===== config.mk =====
export PLATFORM = sky130hd
export DESIGN_NAME = dist_ascii_fmt
export DESIGN_NICKNAME = d
export VERILOG_FILES = /design/src/rtl/dist_fmt_pkg.sv /design/src/rtl/bin2bcd16.sv /design/src/rtl/dist_ascii_fmt.sv
export SDC_FILE = /design/constraint.sdc
export NUM_CORES = 1
export LEC_CHECK = 0
export ABC_AREA = 1
export BUFFER_PORTS_ARGS = -buffer_cell sky130_fd_sc_hd__buf_2
export CAP_MARGIN = 20
export CORE_MARGIN = 4
export CORE_UTILIZATION = 46
export DETAILED_ROUTE_END_ITERATION = 10
export PLACE_DENSITY = 0.61
export SLEW_MARGIN = 30
export SYNTH_ARGS = -nofsm -noshare
export SYNTH_HDL_FRONTEND = slang
export SYNTH_HIERARCHICAL = 1
export SYNTH_SLANG_ARGS = --single-unit

===== constraint.sdc =====
create_clock -name clk -period 2.75 [get_ports clk]
set_input_delay 0.4125 -clock clk [delete_from_list [all_inputs] [get_ports clk]]
set_output_delay 0.4125 -clock clk [all_outputs]
set_load 0.02 [all_outputs]

===== src/rtl/dist_fmt_pkg.sv =====
// Shared types and constants for the distance-to-ASCII formatter.
// Frame layout: five digits, space, "cm", CR, LF.
package dist_fmt_pkg;

   typedef enum logic [1:0] {
      ST_IDLE = 2'd0,
      ST_CONV = 2'd1,
      ST_SEND = 2'd2
   } fmt_state_e;

   localparam int unsigned FRAME_LEN = 10;
   localparam int unsigned IDX_W     = 4;
   localparam int unsigned BCD_W     = 20;

   localparam logic [7:0] ASCII_ZERO  = 8'h30;
   localparam logic [7:0] ASCII_SPACE = 8'h20;
   localparam logic [7:0] ASCII_C     = 8'h63;
   localparam logic [7:0] ASCII_M     = 8'h6D;
   localparam logic [7:0] ASCII_CR    = 8'h0D;
   localparam logic [7:0] ASCII_LF    = 8'h0A;

   // Byte at position idx of the frame; lz marks a digit preceded only by zeros.
   function automatic logic [7:0] frame_byte(input logic [BCD_W-1:0] bcd,
                                             input logic [IDX_W-1:0] idx,
                                             input logic             blank);
      logic [3:0] d;
      logic       lz;
      logic [7:0] b;
      d  = 4'd0;
      lz = 1'b0;
      b  = 8'h00;
      case (idx)
         4'd0: begin d = bcd[19:16]; lz = (bcd[19:16] == 4'd0);  end
         4'd1: begin d = bcd[15:12]; lz = (bcd[19:12] == 8'd0);  end
         4'd2: begin d = bcd[11:8];  lz = (bcd[19:8]  == 12'd0); end
         4'd3: begin d = bcd[7:4];   lz = (bcd[19:4]  == 16'd0); end
         4'd4: begin d = bcd[3:0];   lz = 1'b0;                  end
         default: ;
      endcase
      case (idx)
         4'd0, 4'd1, 4'd2, 4'd3, 4'd4:
            b = (blank && lz) ? ASCII_SPACE : ASCII_ZERO + {4'd0, d};
         4'd5: b = ASCII_SPACE;
         4'd6: b = ASCII_C;
         4'd7: b = ASCII_M;
         4'd8: b = ASCII_CR;
         4'd9: b = ASCII_LF;
         default: b = 8'h00;
      endcase
      return b;
   endfunction

endpackage


===== src/rtl/bin2bcd16.sv =====
// Iterative 16-bit double-dabble: one add-3/shift step per cycle after start.
// done and bcd are the outcome of the step being applied this cycle (the 16th).
module bin2bcd16 (
   input  logic        clk,
   input  logic        rst_n,
   input  logic        start,
   input  logic [15:0] bin,
   output logic        done,
   output logic [19:0] bcd
);

   localparam int unsigned BIN_W  = 16;
   localparam int unsigned BCD_W  = 20;
   localparam int unsigned ITER_W = 4;

   // Before its last shift the top digit is at most 3 (65535 < 100000), so 19 bits suffice.
   logic [BCD_W-2:0]  acc_q, acc_d, adj;
   logic [BIN_W-1:0]  bin_q, bin_d;
   logic [ITER_W-1:0] iter_q, iter_d;
   logic              run_q, run_d;
   logic [BCD_W-1:0]  step;

   // One double-dabble step on the current accumulator.
   always_comb begin
      adj = acc_q;
      for (int i = 0; i < 4; i++) begin
         if (adj[4*i +: 4] >= 4'd5) begin
            adj[4*i +: 4] = adj[4*i +: 4] + 4'd3;
         end
      end
      step = {adj, bin_q[BIN_W-1]};
   end

   always_comb begin
      acc_d  = acc_q;
      bin_d  = bin_q;
      iter_d = iter_q;
      run_d  = run_q;
      if (start) begin
         acc_d  = '0;
         bin_d  = bin;
         iter_d = '0;
         run_d  = 1'b1;
      end else if (run_q) begin
         acc_d  = step[BCD_W-2:0];
         bin_d  = {bin_q[BIN_W-2:0], 1'b0};
         iter_d = iter_q + ITER_W'(1);
         if (iter_q == ITER_W'(BIN_W - 1)) begin
            run_d = 1'b0;
         end
      end
   end

   always_ff @(posedge clk or negedge rst_n) begin
      if (!rst_n) begin
         acc_q  <= '0;
         bin_q  <= '0;
         iter_q <= '0;
         run_q  <= 1'b0;
      end else begin
         acc_q  <= acc_d;
         bin_q  <= bin_d;
         iter_q <= iter_d;
         run_q  <= run_d;
      end
   end

   assign done = run_q && (iter_q == ITER_W'(BIN_W - 1));
   assign bcd  = step;

endmodule


===== src/rtl/dist_ascii_fmt.sv =====
// Samples distance once per report period and streams "DDDDD cm\r\n" over valid/ready.
// FMT_BLANK_ZERO_EN: leading zero digits (except units) are sent as spaces.
module dist_ascii_fmt
   import dist_fmt_pkg::*;
#(
   parameter int unsigned REPORT_CYC = 10_000_000
) (
   input  logic        clk,
   input  logic        rst_n,
   input  logic [15:0] data,
   output logic [7:0]  tx_data,
   output logic        tx_valid,
   input  logic        tx_ready,
   output logic        busy
);

   localparam int unsigned CNT_W = 32;
`ifdef FMT_BLANK_ZERO_EN
   localparam logic BLANK_ZERO = 1'b1;
`else
   localparam logic BLANK_ZERO = 1'b0;
`endif

   logic [CNT_W-1:0] cnt_q, cnt_d;
   logic             tick;
   fmt_state_e       state_q, state_d;
   logic [IDX_W-1:0] idx_q, idx_d, idx_nxt;
   logic [BCD_W-1:0] digits_q, digits_d;
   logic [7:0]       tx_data_q, tx_data_d;
   logic             tx_valid_q, tx_valid_d;
   logic             busy_q, busy_d;
   logic             conv_start, conv_done;
   logic [BCD_W-1:0] conv_bcd;

   // Free-running report period counter; ticks are ignored outside IDLE.
   assign tick       = (cnt_q == CNT_W'(REPORT_CYC - 1));
   assign cnt_d      = tick ? '0 : cnt_q + CNT_W'(1);
   assign conv_start = (state_q == ST_IDLE) && tick;
   assign idx_nxt    = idx_q + IDX_W'(1);

   bin2bcd16 u_bin2bcd (
      .clk   (clk),
      .rst_n (rst_n),
      .start (conv_start),
      .bin   (data),
      .done  (conv_done),
      .bcd   (conv_bcd)
   );

   always_comb begin
      state_d    = state_q;
      idx_d      = idx_q;
      digits_d   = digits_q;
      tx_data_d  = tx_data_q;
      tx_valid_d = tx_valid_q;
      busy_d     = busy_q;
      case (state_q)
         ST_IDLE: begin
            if (tick) begin
               state_d = ST_CONV;
               busy_d  = 1'b1;
            end
         end
         ST_CONV: begin
            if (conv_done) begin
               state_d    = ST_SEND;
               digits_d   = conv_bcd;
               idx_d      = '0;
               tx_valid_d = 1'b1;
               tx_data_d  = frame_byte(conv_bcd, '0, BLANK_ZERO);
            end
         end
         ST_SEND: begin
            if (tx_ready) begin
               if (idx_q == IDX_W'(FRAME_LEN - 1)) begin
                  state_d    = ST_IDLE;
                  idx_d      = '0;
                  tx_valid_d = 1'b0;
                  tx_data_d  = 8'h00;
                  busy_d     = 1'b0;
               end else begin
                  idx_d     = idx_nxt;
                  tx_data_d = frame_byte(digits_q, idx_nxt, BLANK_ZERO);
               end
            end
         end
         default: begin
            state_d    = ST_IDLE;
            tx_valid_d = 1'b0;
            busy_d     = 1'b0;
         end
      endcase
   end

   always_ff @(posedge clk or negedge rst_n) begin
      if (!rst_n) begin
         cnt_q      <= '0;
         state_q    <= ST_IDLE;
         idx_q      <= '0;
         digits_q   <= '0;
         tx_data_q  <= 8'h00;
         tx_valid_q <= 1'b0;
         busy_q     <= 1'b0;
      end else begin
         cnt_q      <= cnt_d;
         state_q    <= state_d;
         idx_q      <= idx_d;
         digits_q   <= digits_d;
         tx_data_q  <= tx_data_d;
         tx_valid_q <= tx_valid_d;
         busy_q     <= busy_d;
      end
   end

   assign tx_data  = tx_data_q;
   assign tx_valid = tx_valid_q;
   assign busy     = busy_q;

endmodule


# --- Word level (Yosys, flattened, before mapping) ---
# Cells that the tools add are included.
totals:
  register_bits: 108
  inputBits: 19
  out_inout_bits: 10
  word_cells: 96
op_classes:
  addsub: 9
  n_lt_le_gt_ge: 4
  eq_ne: 18
  n_mux: 40
  n_bitwise: 2
  reduce_logical: 12
ops:
  columns: ["operator", "n"]
  rows:
  - ["4-bit two-way mux", 14]
  - ["7-bit one-hot mux with 6 select lines", 1]
  - ["19-bit two-way mux", 2]
  - ["32-bit by 1-bit adder with 32-bit output (second input constant)", 1]
  - ["32-bit by 24-bit equality test with 1-bit output (second input constant)", 1]
  - ["16-bit two-way mux", 2]
  - ["32-bit two-way mux", 1]
  - ["4-bit one-hot mux with 5 select lines", 1]
  - ["4-bit by 2-bit adder with 4-bit output (second input constant)", 4]
  - ["4-bit by 3-bit equality test with 1-bit output (second input constant)", 4]
  - ["4-bit equality test (second input constant)", 4]
  - ["4-bit by 3-bit >= comparator with 1-bit output (second input constant)", 4]
  - ["8-bit two-way mux", 2]
  - ["8-bit one-hot mux with 2 select lines", 1]
  - ["6-bit by 4-bit adder with 7-bit output (first input constant)", 2]
  - ["4-bit AND reduction", 3]
  - ["4-bit by 1-bit adder with 4-bit output (second input constant)", 2]
  - ["4-bit by 2-bit equality test with 1-bit output (second input constant)", 2]
  - ["2-bit two-way mux", 4]
  - ["2-bit inequality test (second input constant)", 4]
  - ["4-bit one-hot mux with 2 select lines", 1]
  - ["1-bit two-way mux", 7]
  - ["7-bit two-way mux", 1]
  - ["1-bit one-hot mux with 3 select lines", 2]
  - ["other kinds (12)", 15]

# --- Depth between registers and ports, before layout ---
# Gate-level depths: netlist of run 1.
depth:
  word_depth: 11
  ltp_mapped: 12
  mapped_depth_nobuf: 12

# --- Modules after synthesis ---
# The synthesis of run 1 kept the hierarchy.
by_module_without_submodules:
  columns: ["mod", "n_inst", "cells_per_inst", "area_each_um2", "seq_area_each_um2"]
  rows:
  - ["dist_ascii_fmt", 1, 510, 3875.0, 1676.6]
  - ["bin2bcd16", 1, 283, 2239.6, 1001.0]

# --- Worst setup path after synthesis of run 1 ---
# Ideal clock, no wire load.
synth_path:
  path_kind: "reg2reg"
  start: "reg cnt_q[0]"
  end: "reg u_bin2bcd.bin_q[1]"
  setup_time_ns: 0.127
  t_arrival_ns: 2.111
  slack_ns: 0.513
  path_stages_with_launch: 10
  cell_sequence: "dfrtp_1 ha_1 nand3_2 nor3_1 nand4_1 nor3_1 inv_2 buf_2 o211ai_1 o21ai_1"
synth_via:
  elab_chain_cells: 3
synth_lines:
  columns: ["item", "line_no", "source"]
  rows:
  - ["start: declaration", "dist_ascii_fmt.sv:24", "logic [CNT_W-1:0] cnt_q, cnt_d;"]
  - ["start signal: assignment", "dist_ascii_fmt.sv:105", "cnt_q <= cnt_d;"]
  - ["32-bit by 24-bit equality test with 1-bit output (*)", "dist_ascii_fmt.sv:36", "assign tick = (cnt_q == CNT_W'(REPORT_CYC - 1));"]
  - ["1-bit logical AND (*)", "dist_ascii_fmt.sv:38", "assign conv_start = (state_q == ST_IDLE) && tick;"]
  - ["named net conv_start", "dist_ascii_fmt.sv:32", "logic conv_start, conv_done;"]
  - ["16-bit two-way mux / 2-bit nonzero test (equally long branches)", null, null]
  - ["end signal: assignment", "bin2bcd16.sv:62", "bin_q <= bin_d;"]
  - ["end: declaration", "bin2bcd16.sv:18", "logic [BIN_W-1:0] bin_q, bin_d;"]
# The timed path passes the listed nets; every way through them passes the cells marked *.
# A chain may end at the register's enable or synchronous reset.

# --- Worst setup path after layout of run 1 ---
layout_path:
  start: "reg cnt_q[0]"
  end: "reg u_bin2bcd.iter_q[1]"
layout_via:
  elab_chain_cells: 3
layout_lines:
  columns: ["item", "line_no", "source"]
  rows:
  - ["32-bit by 24-bit equality test with 1-bit output (*)", "dist_ascii_fmt.sv:36", null]
  - ["1-bit logical AND (*)", "dist_ascii_fmt.sv:38", null]
  - ["named net conv_start", "dist_ascii_fmt.sv:32", null]
  - ["4-bit two-way mux / 2-bit nonzero test (equally long branches)", null, null]
  - ["end signal: assignment", "bin2bcd16.sv:63", "iter_q <= iter_d;"]
  - ["end: declaration", "bin2bcd16.sv:19", "logic [ITER_W-1:0] iter_q, iter_d;"]
# Marks and branches as above.

==> results of run 1 <==
==> routing by layer <==
metal	track usage, %	up-vias
li1	-	2552
met1	28.4	2331
met2	28.5	118
met3	4.12	12
met4	6.44	0
met5	0	-
==> layout by cell type, fill, tap and decap left out, drive strengths merged, types with 5 or more instances in the layout <==
cell type	netlist	routed
xor2	19	19
dfrtp	107	107
nand3	38	38
inv	122	123
and2	8	8
nor2	66	66
xnor2	6	6
buf	19	32
clkbuf	4	12
a21oi	5	5
nor4	9	9
o21ai	48	48
nand2	245	245
o211ai	14	14
nand4	29	29
ha	15	15
nor3	26	26
==> flip-flops by register name (all words and copies together) (netlist names) <==
| name | count |
|---|---|
| u_bin2bcd/bin_q | 16 |
| u_bin2bcd/iter_q | 4 |
| busy | 1 |
| tx_valid | 1 |
| tx_data | 7 |
| u_bin2bcd/run_q | 1 |
| digits_q | 20 |
| u_bin2bcd/acc_q | 19 |
| state_q | 2 |
| cnt_q | 32 |
| idx_q | 4 |
==> cell type report <==
class	instances	area, sq um	area share [%]
timing repair buffer	32	188	2.82
clock inverter	4	48.8	0.733
clock buffer	12	246	3.70
multi-input combinational	541	2820	42.4
inverter	122	460	6.92
tap	172	215	3.23
sequential	107	2680	40.2
==> worst min path at each step <==
stage	startpoint	end	slack, ns	depth (start not counted)
3_3_place_gp	cnt_q[0]	cnt_q[0]	0.44	1
6_report	rst_n	cnt_q[15]	0.06	1
3_5_place_dp	busy	busy	0.46	2
4_1_cts	rst_n	cnt_q[12]	0.08	1
5_1_grt	rst_n	cnt_q[14]	0.11	1
2_1_floorplan	rst_n	busy	0.12	0
==> power breakdown <==
group / internal (W) / leakage, nW / switching (W)
clock network: 0.000733 / 0.147 / 0.000590
registers: 0.00164 / 1.38 / 0.0000716
logic: 0.000180 / 1.86 / 0.000403
total: 0.00256 / 3.39 / 0.00106
==> logic make-up (layout without fill, tap and decap cells) <==
| logic type | count (synthesis) | in the layout | share of synthesized area, % |
|---|---|---|---|
| AND/OR/NAND/NOR | 423 | 423 | 31.9 |
| buffers and inverters | 145 | 170 | 10.2 |
| flip-flops | 107 | 107 | 43.8 |
| AO/OA/AOI/OAI | 77 | 77 | 7.28 |
| XOR/XNOR | 25 | 25 | 3.70 |
| adder cells (fa/ha/maj) | 15 | 15 | 3.07 |
| other | 1 | 1 | 0.0613 |
==> critical path: stages (launching register included) <==
cell                      delay (ns)
sky130_fd_sc_hd__dfrtp_1        0.38
sky130_fd_sc_hd__ha_1           0.22
sky130_fd_sc_hd__nand3_2        0.19
sky130_fd_sc_hd__nor3_2         0.20
sky130_fd_sc_hd__nand4_1        0.14
sky130_fd_sc_hd__nor3_1         0.29
sky130_fd_sc_hd__buf_4          0.21
sky130_fd_sc_hd__inv_2          0.17
sky130_fd_sc_hd__nand2_4        0.16
sky130_fd_sc_hd__inv_2          0.15
sky130_fd_sc_hd__a22o_1         0.21
==> stage by stage <==
stage	total power (W)	hold slack [ns]	utilization [%]	setup WS [ns]	std cells
final	0.00362	0.0584	51.9	0.312	990
after global routing	0.00381	0.106	51.9	0.140	990
after CTS	0.00366	0.0792	51.9	0.211	990
after detailed placement	0.00233	0.457	49.6	0.232	974
after global placement	0.00232	0.444	49.6	0.352	974
after floorplan	0.00217	0.117	-	0.513	793
==> flow_metrics.env, run 1 <==
export IMPL_min_delay_path_class="input pin to asynchronous set/reset pin"
export IMPL_cts_hold_buf=0
export IMPL_design_area_sq_um=6660
export IMPL_rsz_0062_raised_after_global_routing="false"
export IMPL_tritoncts_num_sinks=107
export IMPL_grt_first_pass_wirelength_um=23200
export IMPL_route_detailed_drc=0
export IMPL_detail_route_iter0_violations=310
export IMPL_die_w_um=123
export IMPL_m1WireLength_um=6800
export IMPL_worst_setup_hold_path_clk_slew_ns=0.07
export IMPL_synth_top_area_share_pct=43.8
export IMPL_detailedPlacementHpwl_um=9910
export IMPL_ctsResizeCount=0
export IMPL_report_final_setup_viol=0
export IMPL_reg2reg_setup_slack_ns=0.31
export IMPL_antenna_found_initial=0
export IMPL_hold_viol_final=0
export IMPL_cts_root_buffer="sky130_fd_sc_hd__clkbuf_16"
export IMPL_synth_cells_most_frequent="sky130_fd_sc_hd__nand2_1, sky130_fd_sc_hd__inv_1, sky130_fd_sc_hd__dfrtp_1, sky130_fd_sc_hd__nor2_1, sky130_fd_sc_hd__nand3_1"
export IMPL_detail_route_wl_per_cell_um=13.7
export IMPL_fin_tns_setup_ns=0
export IMPL_ys_seq_elements=107
export IMPL_drt_first_pass_iters=5
export IMPL_worst_path_max_fanout=26
export IMPL_yosysMostFrequentCell="sky130_fd_sc_hd__nand2_1"
export IMPL_synth_edf_count=0
export IMPL_core_sq_um=12800
export IMPL_crit_path_start="cnt_q[0]"
export IMPL_gr_usage_all_layers_pct=19.4
export IMPL_max_freq_mhz=410
export IMPL_first_global_vias=4781
export IMPL_route_top_layer_used="met4"
export IMPL_tritoncts_clock_tree="done"
export IMPL_timing_critical_path_arrival_ns=2.69
export IMPL_vdd_ir_drop_worst_uv=358
export IMPL_clock_latency_ns=0.36
export IMPL_skew_ns=0.00879
export IMPL_detail_route_antenna_nets=0
export IMPL_antennaDiodeCount=0
export IMPL_finalWirelength_um=13500
export IMPL_r2r_worst_path_cells=10
export IMPL_setup_worst_path_class="register to register"
export IMPL_run_status="finished, final reports clean"
export IMPL_yosysTopAreaCell="sky130_fd_sc_hd__dfrtp_1"
export IMPL_clockBufferDepth=2
export IMPL_die_area_sq_um=15200
export IMPL_dieHeight_um=123
export IMPL_synthArstFlopShare_pct=100
export IMPL_std_cell_rows=41
export IMPL_r2r_start="cnt_q[0]"
export IMPL_cts_htree_levels=3
export IMPL_tightestPinTransition_ns=0.690
export IMPL_p_leak_nw=3.39
export IMPL_timing_critical_path_from_type="register"
export IMPL_syn_instance_count=793
export IMPL_timing_max_cap_violations=0
export IMPL_fillers=1262
export IMPL_r2r_end="u_bin2bcd/iter_q[1]"
export IMPL_globalplace_congestion=0.933
export IMPL_synthesis_nets=827
export IMPL_effective_utilization_at_floorplan_pct=47.7
export IMPL_layout_drive_gt1_share_pct=11.5
export IMPL_setup_worst_path_end_class="register"
export IMPL_power_per_cell_area_nw_per_um2=544
export IMPL_overflow=0
export IMPL_grt_max_degree=64
export IMPL_num_io_pins=29
export IMPL_fin_nets=847
export IMPL_vias_per_cell=5.06
export IMPL_postCtsSetupBuffers=0
export IMPL_final_period_utilization_pct=88.6
export IMPL_slew_viol_final=0
export IMPL_cp_required_ns=3.00
export IMPL_setup_worst_path_end="u_bin2bcd/iter_q[1]"
export IMPL_worst_slew_margin_rel_pct=53.8
export IMPL_post_synth_num_cell_types=42
export IMPL_met3_wl_post_dr_um=701
export IMPL_total_clock_buffers_created_by_cts=9
export IMPL_min_period_ns=2.44
export IMPL_port_buffer_count=27
export IMPL_synth_to_layout_area_growth_pct=8.84
export IMPL_seq_area_frac_synth_pct=43.8
export IMPL_netlist_top_cells_area="sky130_fd_sc_hd__dfrtp_1, sky130_fd_sc_hd__nand2_1, sky130_fd_sc_hd__inv_1, sky130_fd_sc_hd__nor2_1, sky130_fd_sc_hd__ha_1"
export IMPL_met2_wirelength_um=5820
export IMPL_total_via_count_after_detailed_routing=5013
export IMPL_place_area_sq_um=6350
export IMPL_dominantRegCellSynth="sky130_fd_sc_hd__dfrtp_1"
export IMPL_synthesis_area_sq_um=6110
export IMPL_yosysWarningCount=6
export IMPL_syn_mean_instance_area_sq_um=7.71
(Power assumes the default switching activity.)
==> run 2, diff against run 1 <==
--- a/config.mk
+++ b/config.mk
@@ -8,7 +8,6 @@
 export ABC_AREA = 1
 export BUFFER_PORTS_ARGS = -buffer_cell sky130_fd_sc_hd__buf_2
 export CAP_MARGIN = 20
-export CORE_MARGIN = 4
 export CORE_UTILIZATION = 46
 export DETAILED_ROUTE_END_ITERATION = 10
 export PLACE_DENSITY = 0.61
==> run 2 against run 1 <==
Effect of this change: register-to-register slack worse by 0.05 ns; first-iteration DRC count grew 7.4%; critical path depth is the same; power decreased by 1.1%; global-route usage up 2.3 points; clock skew increased by 0.0015 ns; sequential power hardly changed; sequential share of layout area rose by 0.068 points.
==> flow_metrics.env, run 2 (synthesis results as in run 1) <==
export IMPL_cp_required_ns=3.00
export IMPL_grt_max_degree=64
export IMPL_p_leak_nw=3.38
export IMPL_route_detailed_drc=0
export IMPL_vias_per_cell=5.08
export IMPL_skew_ns=0.0102
export IMPL_most_common_layout_cells="sky130_fd_sc_hd__nand2_1, sky130_fd_sc_hd__inv_1, sky130_fd_sc_hd__dfrtp_1"
export IMPL_port_buffer_count=27
export IMPL_tritoncts_num_sinks=107
export IMPL_layout_commonest_cell="sky130_fd_sc_hd__nand2_1"
export IMPL_setup_worst_path_class="register to register"
export IMPL_r2r_start="cnt_q[0]"
export IMPL_finalWirelength_um=13500
export IMPL_layout_drive_gt1_share_pct=11.6
export IMPL_tritoncts_clock_tree="done"
export IMPL_post_place_cells=974
export IMPL_run_status="finished, final reports clean"
export IMPL_overflow=0
export IMPL_clockBufferDepth=2
export IMPL_detail_route_antenna_nets=0
export IMPL_num_io_pins=29
export IMPL_number_of_flip_flops_under_the_largest_register_name=32
export IMPL_fillers=1271
export IMPL_antenna_found_initial=0
export IMPL_first_global_vias=4695
export IMPL_total_via_count_after_detailed_routing=5034
export IMPL_regArea_sq_um=2680
export IMPL_final_instance_count_excl_fill=990
export IMPL_registers_top_by_ff_count="cnt_q"
export IMPL_reg2reg_setup_slack_ns=0.27
export IMPL_fin_tns_setup_ns=0
export IMPL_timing_critical_path_cells="ha_1 -> nand3_2 -> nor3_2 -> nand4_1 -> nor3_1 -> buf_4 -> inv_2 -> nand2_4 -> inv_2 -> a22o_1"
export IMPL_cts_htree_levels=3
export IMPL_tightestPinTransition_ns=0.642
export IMPL_grt_first_pass_wirelength_um=23000
export IMPL_multi_input_area_sq_um=2820
export IMPL_path_common_cell="sky130_fd_sc_hd__inv_2"
export IMPL_min_delay_path_class="input pin to asynchronous set/reset pin"
export IMPL_gr_usage_all_layers_pct=21.7
export IMPL_report_final_setup_viol=0
export IMPL_detailedPlacementHpwl_um=9970
export IMPL_rsz_0062_raised_after_global_routing="false"
export IMPL_core_sq_um=12800
export IMPL_antennaDiodeCount=0
export IMPL_effective_utilization_at_floorplan_pct=47.9
export IMPL_min_period_ns=2.48
export IMPL_detail_route_wl_per_cell_um=13.7
export IMPL_final_period_utilization_pct=90.3
export IMPL_synth_to_layout_area_growth_pct=8.66
export IMPL_drt_first_pass_iters=4
export IMPL_cp_buffers_inverters=3
export IMPL_worst_setup_hold_path_clk_slew_ns=0.07
export IMPL_crit_family="simple AND/OR/NAND/NOR gates"
export IMPL_top_regs="cnt_q: 32 flops, digits_q: 20 flops, u_bin2bcd/acc_q: 19 flops"
export IMPL_cts_hold_buf=0
export IMPL_hold_viol_final=0
export IMPL_fin_nets=847
export IMPL_clock_latency_ns=0.36
export IMPL_die_area_sq_um=13800
export IMPL_globalplace_congestion=0.911
export IMPL_timing_hold_ws_ns=0.0551
export IMPL_total_clock_buffers_created_by_cts=9
export IMPL_power_per_cell_area_nw_per_um2=539
export IMPL_dieHeight_um=117
export IMPL_r2r_worst_path_cells=10
export IMPL_detail_route_iter0_violations=333
export IMPL_cts_root_buffer="sky130_fd_sc_hd__clkbuf_16"
export IMPL_slowest_stage="sky130_fd_sc_hd__dfrtp_1"
export IMPL_max_freq_mhz=403
export IMPL_timing_critical_path_from_type="register"
export IMPL_critical_path_max_stage_delay_ns=0.38
export IMPL_timing_critical_path_arrival_ns=2.74
export IMPL_setup_worst_path_end_class="register"
export IMPL_worst_slew_margin_rel_pct=57.0
export IMPL_vdd_ir_drop_worst_uv=292
export IMPL_r2r_end="u_bin2bcd/iter_q[1]"
export IMPL_slew_viol_final=0
export IMPL_timing_max_cap_violations=0
export IMPL_worst_path_max_fanout=31
export IMPL_std_cell_rows=41
export IMPL_die_w_um=117
[run 2: worst max path at each step]
stage	slack, ns	from	endpoint	cells after the start
global placement	0.33	cnt_q[0]	u_bin2bcd/iter_q[1]	10
floorplan	0.51	cnt_q[0]	u_bin2bcd/bin_q[1]	9
detailed placement	0.21	cnt_q[0]	u_bin2bcd/iter_q[1]	10
CTS	0.17	cnt_q[0]	u_bin2bcd/iter_q[1]	10
global route	0.05	cnt_q[0]	u_bin2bcd/iter_q[1]	10
finish	0.27	cnt_q[0]	u_bin2bcd/iter_q[1]	10
[run 2: report_power, final]
part	total (W)	leakage [nW]	switching [W]	internal, W
Clock	0.00126	0.133	0.000612	0.000650
Combinational	0.000602	1.86	0.000413	0.000189
Sequential	0.00171	1.38	0.0000708	0.00164
[run 2: metal layers]
layer | vias up | global-route usage, % | part of all wire, %
li1 | 2559 | - | -
met1 | 2375 | 31.0 | 51
met2 | 82 | 32.3 | 43
met3 | 18 | 5.15 | 4.4
met4 | 0 | 7.09 | 1.5
met5 | - | 0 | 0
[run 2: cell type report]
type	instances	share of cell area [%]
inverters	122	6.93
flip-flops and latches	107	40.3
repair buffers	32	2.82
clock inverters	5	0.621
clock buffers	11	3.65
multi-input cells	541	42.4
well taps	172	3.24
[run 2: through the flow]
stage / cell area [sq um] / power [W] / setup slack (ns) / util [%]
6_report: 6640 / 0.00358 / 0.266 / 52.0
5_1_grt: 6640 / 0.00378 / 0.0503 / 52.0
4_1_cts: 6640 / 0.00362 / 0.168 / 52.0
3_5_place_dp: 6350 / 0.00235 / 0.211 / 49.8
3_3_place_gp: 6350 / 0.00234 / 0.333 / 49.8
2_1_floorplan: 6110 / 0.00217 / 0.513 / -
[run 2: repair_timing]
action	4_1_cts	5_1_grt
resized for setup	0	1
endpoints found under the setup margin	0	14
setup buffers	0	0
